<file path="src/rtl/bit_serial_adder_if.sv">
// ----------------------------------------------------------------------------
// bit_serial_adder_if
//
// Request/result bundle for the bit-serial adder.
//
// Signals:
//   start  request strobe (master -> slave), sampled only when the adder is idle
//   a, b   WIDTH-bit operands (master -> slave), latched on an accepted start
//   cin    carry-in (master -> slave), latched on an accepted start
//   busy   high while bits are being processed (slave -> master)
//   done   one-cycle pulse when sum/cout become valid (slave -> master)
//   sum    registered result (a+b+cin) mod 2^WIDTH (slave -> master)
//   cout   registered carry-out of the MSB (slave -> master)
//
// Modports:
//   master  the requester side (drives start/a/b/cin)
//   slave   the adder side (drives busy/done/sum/cout)
// ----------------------------------------------------------------------------
interface bit_serial_adder_if #(
    parameter int unsigned WIDTH = 4
);

    logic             start;
    logic [WIDTH-1:0] a;
    logic [WIDTH-1:0] b;
    logic             cin;
    logic             busy;
    logic             done;
    logic [WIDTH-1:0] sum;
    logic             cout;

    modport master (
        output start,
        output a,
        output b,
        output cin,
        input  busy,
        input  done,
        input  sum,
        input  cout
    );

    modport slave (
        input  start,
        input  a,
        input  b,
        input  cin,
        output busy,
        output done,
        output sum,
        output cout
    );

endinterface

</file>
<file path="src/rtl/bit_serial_adder.sv">
// ----------------------------------------------------------------------------
// bit_serial_adder
//
// LSB-first bit-serial adder. Operands and carry-in are captured on an accepted
// start; one bit is resolved per clock through a single full-adder cell with a
// registered carry. After WIDTH RUN cycles the completed result is copied to
// the held sum/cout outputs and done pulses for one cycle.
//
// Parameters:
//   WIDTH  operand and sum width in bits (1..32)
//
// Ports:
//   clk  clock, all state changes on the rising edge
//   rst  synchronous active-high reset
//   bus  slave side of bit_serial_adder_if
//          start/a/b/cin in, busy/done/sum/cout out
//
// Timing: start sampled at edge k -> busy during cycles k+1..k+WIDTH, done in
// the cycle after edge k+WIDTH. A start seen in the DONE cycle is accepted
// directly, giving one result every WIDTH+1 cycles.
// ----------------------------------------------------------------------------
module bit_serial_adder #(
    parameter int unsigned WIDTH = 4
) (
    input  logic               clk,
    input  logic               rst,
    bit_serial_adder_if.slave  bus
);

    // Counter must hold 0..WIDTH-1; keep at least one bit for WIDTH=1.
    localparam int unsigned CNT_W = (WIDTH > 1) ? $clog2(WIDTH) : 1;
    localparam logic [CNT_W-1:0] CNT_LAST = CNT_W'(WIDTH - 1);

    typedef enum logic [1:0] {
        IDLE = 2'd0,
        RUN  = 2'd1,
        DONE = 2'd2
    } state_t;

    state_t           state_q, state_d;
    logic [WIDTH-1:0] a_sh_q, a_sh_d;
    logic [WIDTH-1:0] b_sh_q, b_sh_d;
    logic [WIDTH-1:0] res_q, res_d;
    logic             carry_q, carry_d;
    logic [CNT_W-1:0] cnt_q, cnt_d;
    logic [WIDTH-1:0] sum_q, sum_d;
    logic             cout_q, cout_d;

    // Single full-adder cell working on the current LSBs and the held carry.
    logic             fa_s;
    logic             fa_c;
    logic [WIDTH-1:0] res_shifted;

    always_comb begin
        fa_s = a_sh_q[0] ^ b_sh_q[0] ^ carry_q;
        fa_c = (a_sh_q[0] & b_sh_q[0]) |
               (a_sh_q[0] & carry_q)   |
               (b_sh_q[0] & carry_q);
        // New bit enters at the MSB; after WIDTH shifts bit 0 holds the LSB.
        // Written as shift/or so WIDTH=1 needs no zero-width slice.
        res_shifted = (res_q >> 1) | (WIDTH'(fa_s) << (WIDTH - 1));
    end

    // ------------------------------------------------------------------------
    // Next-state and datapath control
    // ------------------------------------------------------------------------
    always_comb begin
        state_d = state_q;
        a_sh_d  = a_sh_q;
        b_sh_d  = b_sh_q;
        res_d   = res_q;
        carry_d = carry_q;
        cnt_d   = cnt_q;
        sum_d   = sum_q;
        cout_d  = cout_q;

        unique case (state_q)
            IDLE, DONE: begin
                // Both idle states accept a new request; from DONE this gives
                // back-to-back operation without a dead cycle.
                if (bus.start) begin
                    a_sh_d  = bus.a;
                    b_sh_d  = bus.b;
                    carry_d = bus.cin;
                    res_d   = '0;
                    cnt_d   = '0;
                    state_d = RUN;
                end else begin
                    state_d = IDLE;
                end
            end

            RUN: begin
                res_d   = res_shifted;
                a_sh_d  = a_sh_q >> 1;
                b_sh_d  = b_sh_q >> 1;
                carry_d = fa_c;
                cnt_d   = cnt_q + 1'b1;
                if (cnt_q == CNT_LAST) begin
                    sum_d   = res_shifted;
                    cout_d  = fa_c;
                    cnt_d   = '0;
                    state_d = DONE;
                end
            end

            default: begin
                state_d = IDLE;
            end
        endcase
    end

    // ------------------------------------------------------------------------
    // State registers
    // ------------------------------------------------------------------------
    always_ff @(posedge clk) begin
        if (rst) begin
            state_q <= IDLE;
            a_sh_q  <= '0;
            b_sh_q  <= '0;
            res_q   <= '0;
            carry_q <= 1'b0;
            cnt_q   <= '0;
            sum_q   <= '0;
            cout_q  <= 1'b0;
        end else begin
            state_q <= state_d;
            a_sh_q  <= a_sh_d;
            b_sh_q  <= b_sh_d;
            res_q   <= res_d;
            carry_q <= carry_d;
            cnt_q   <= cnt_d;
            sum_q   <= sum_d;
            cout_q  <= cout_d;
        end
    end

    // ------------------------------------------------------------------------
    // Outputs: straight decodes of registered state, so glitch-free
    // ------------------------------------------------------------------------
    assign bus.busy = (state_q == RUN);
    assign bus.done = (state_q == DONE);
    assign bus.sum  = sum_q;
    assign bus.cout = cout_q;

endmodule

</file>
<file path="src/flat_wrapper.sv">
// flat-port wrapper written by rule: the top's interface ports become plain ports
module bit_serial_adder_flat 
#(
    parameter int unsigned WIDTH = 4
)
  (clk, rst, bus_start, bus_a, bus_b, bus_cin, bus_busy, bus_done, bus_sum, bus_cout);
  bit_serial_adder_if #(.WIDTH(WIDTH)) bus_i ();
  input  logic clk;
  input  logic rst;
  input wire logic [$bits(bus_i.start)-1:0] bus_start;
  input wire logic [$bits(bus_i.a)-1:0] bus_a;
  input wire logic [$bits(bus_i.b)-1:0] bus_b;
  input wire logic [$bits(bus_i.cin)-1:0] bus_cin;
  output wire logic [$bits(bus_i.busy)-1:0] bus_busy;
  output wire logic [$bits(bus_i.done)-1:0] bus_done;
  output wire logic [$bits(bus_i.sum)-1:0] bus_sum;
  output wire logic [$bits(bus_i.cout)-1:0] bus_cout;
  assign bus_i.start = bus_start;
  assign bus_i.a = bus_a;
  assign bus_i.b = bus_b;
  assign bus_i.cin = bus_cin;
  assign bus_busy = bus_i.busy;
  assign bus_done = bus_i.done;
  assign bus_sum = bus_i.sum;
  assign bus_cout = bus_i.cout;
  bit_serial_adder #(.WIDTH(WIDTH)) u_core (.clk(clk), .rst(rst), .bus(bus_i));
endmodule
</file>
<file path="config.mk">
export PLATFORM = sky130hd
export DESIGN_NAME = bit_serial_adder_flat
export DESIGN_NICKNAME = d
export VERILOG_FILES = /design/src/rtl/bit_serial_adder_if.sv /design/src/rtl/bit_serial_adder.sv /design/src/flat_wrapper.sv
export SDC_FILE = /design/constraint.sdc
export NUM_CORES = 1
export LEC_CHECK = 0
export CAP_MARGIN = 5
export CORE_ASPECT_RATIO = 0.7
export CORE_MARGIN = 2
export CORE_UTILIZATION = 45
export DETAILED_ROUTE_END_ITERATION = 7
export DONT_BUFFER_PORTS = 1
export GPL_TIMING_DRIVEN = 0
export PLACE_DENSITY = 0.67
export SYNTH_ARGS = -nofsm -noshare
export SYNTH_HDL_FRONTEND = slang
export SYNTH_SLANG_ARGS = --single-unit
export TNS_END_PERCENT = 100
</file>
<file path="constraint.sdc">
create_clock -name clk -period 1.2 [get_ports clk]
set_input_delay 0.18 -clock clk [delete_from_list [all_inputs] [get_ports clk]]
set_output_delay 0.18 -clock clk [all_outputs]
set_load 0.02 [all_outputs]
</file>
==> metrics.txt <==
outcome finished with violations; failing checks negative setup slack; Avg WL per Cell 14.5 um; Syn Nets 118; CTS buffer count 3; WHS Path Cells 2; Setup Crit Path Kind flip-flop to flip-flop; final instance area 1100 um2; RSZ-0062 raised after global routing true; Max clock buf depth 2; Pwr Density 1210 nW/um2; Syn-to-layout area delta 17.6%; vias in the first global route 721; fin util 57.9%; Fill cells 181; Clock transition at path regs 0.12 ns; Post-DP HPWL 1360 um; Cell Rows 13; Port Buf Inserts 0; min cycle time layout 1.23 ns; Final Skew 0.00334 ns; placed cells 126; # IOs 19; FMAX 0.814 GHz; Routed WL 1960 um; max-slew violation count 0; commonest non-fill, non-tap cell in the layout nand2_1; Synth async-reset ratio 0%; Post-synth EDFFs 0; Vias 749; Netlist Area Pre-Place 936 um2; Seq. cell area 430 um2; die area 2470 um2; clk sinks 21; hold_sp bus_cin; final hold vios 0; Ys Warns 0; H-tree depth 1; CP Launch Type flip-flop; worst hold slack 0.0370 ns; Root Buffer clkbuf_4; Starting Density 49.2%; Max-slew headroom 58.5%; die height 42.2 um; CP endpoint kind flip-flop; die width 58.5 um; core area 1900 um2; Lkg Pwr 0.000387 uW; multi-input gate area in the final layout 484 um2; Final Cycle Share 102%; Worst Path Arrival 1.47 ns; max_cap viols 0; Seq/Total Area, Yosys 44.9%; Initial DRC Count 23; final net count 128; most frequent cells in the layout nand2_1, dfxtp_1, nor2_1, nand3_1; mean post-synth cell area 9.00 um2; initial antenna violation count 0; proportion of layout cells with a drive suffix above 1 30.1%; gr usage total 17.1%; Remaining DRCs 0; Yosys reg bits 21; cell area after placement 963 um2; synthesized instance count 104; ANT nets after route 0; grt ovf 0; origin of the worst setup path u_core.carry_q; largest net degree at the start of global routing 12; drt first pass iters 4; Setup Viol. Count Final 1; clk_lat worst skew 0.30 ns; CP max FO 2; worst setup margin -0.0290 ns; post-synth top area cell dfxtp_1; Main synth FF type dfxtp_1; DR vias/cell 5.55; R2R depth 3; Yosys cell types 23; Non-Filler Instances 135; TNS Setup -0.0290 ns; TritonCTS clock tree yes; n_diodes 0; gp weighted congestion 0.770; first-pass GRT wire length 3180 um; r2r startpoint u_core.carry_q; ranking of synthesized cells by area dfxtp_1, a311oi_2, nand2_1; Worst Tran Pin Value 0.623 ns; Worst VDD drop 0.947 mV; WP data required 1.44 ns; top cell type's share of synthesized area 44.9%; worst hold path type input port to flip-flop
[repair_timing]
action                                  4_1_cts  5_1_grt
setup buffers                                 0        3
hold buffers                                  2        1
endpoints found under the hold margin         3        1
endpoints found under the setup margin        7       10
pin swaps                                     3       12
gates resized for setup                      10       12
[cell usage after synthesis, types with 3 or more instances]
| cell | n |
|---|---|
| a21oi_1 | 11 |
| dfxtp_1 | 21 |
| nor2_1 | 10 |
| buf_6 | 3 |
| a311oi_2 | 7 |
| nand3_1 | 11 |
| nand2_1 | 25 |
[kinds of logic after synthesis]
group	count (synthesis)	share of synthesized area, %
and+or+nand+nor	52	25.3
DFF	21	44.9
AOI/OAI and AO/OA	20	18.6
buffers and inverters	9	7.75
adders and majority gates	2	3.48
[critical path, stage by stage (launching register included)]
cell,delay [ns]
dfxtp_2,0.35
fa_1,0.60
nand3_2,0.08
a21oi_2,0.14
[through the flow]
stage	total power (uW)	setup slack [ns]
finish	1340	-0.0290
global route	1400	-0.0502
CTS	1330	-0.0271
detailed placement	984	-0.0332
global placement	978	-0.0134
floorplan	941	0.117
[where the power goes]
part           switching, uW  internal (uW)
combinational            129            100
clock                    212            130
sequential              28.4            737
total                    369            966
[cell type report]
type | instances | area share (%)
sequential | 21 | 39.1
tap | 22 | 2.50
multi-input combinational | 74 | 44.0
timing repair buffer | 6 | 4.77
clock buffer | 4 | 2.39
buffer | 7 | 5.80
inverter | 1 | 1.48
[path summary, 6_finish.rpt]
check	to	slack (ns)
min	u_core.carry_q	0.04
max	u_core.bus.sum[3]	-0.03
max reg2reg	u_core.bus.sum[3]	-0.03
min reg2reg	u_core.b_sh_q[3]	0.48
[registers in the layout (all words and copies together), names as in the netlist]
| register | cells |
|---|---|
| u_core.a_sh_q | 4 |
| u_core.b_sh_q | 4 |
| u_core.bus.sum | 4 |
| u_core.res_q | 3 |
| u_core.cnt_q | 2 |
| u_core.state_q | 2 |
| u_core.bus.cout | 1 |
| u_core.carry_q | 1 |
[routing by layer]
| metal | part of all wire (%) | vias up | GRT usage [%] |
|---|---|---|---|
| li1 | - | 374 | - |
| met3 | 6.3 | 2 | 6.79 |
| met1 | 48 | 356 | 22.9 |
| met2 | 45 | 17 | 25.6 |
| met5 | 0 | - | 0 |
| met4 | 0.61 | 0 | 4.19 |
Power figures use the tool's default switching activity.
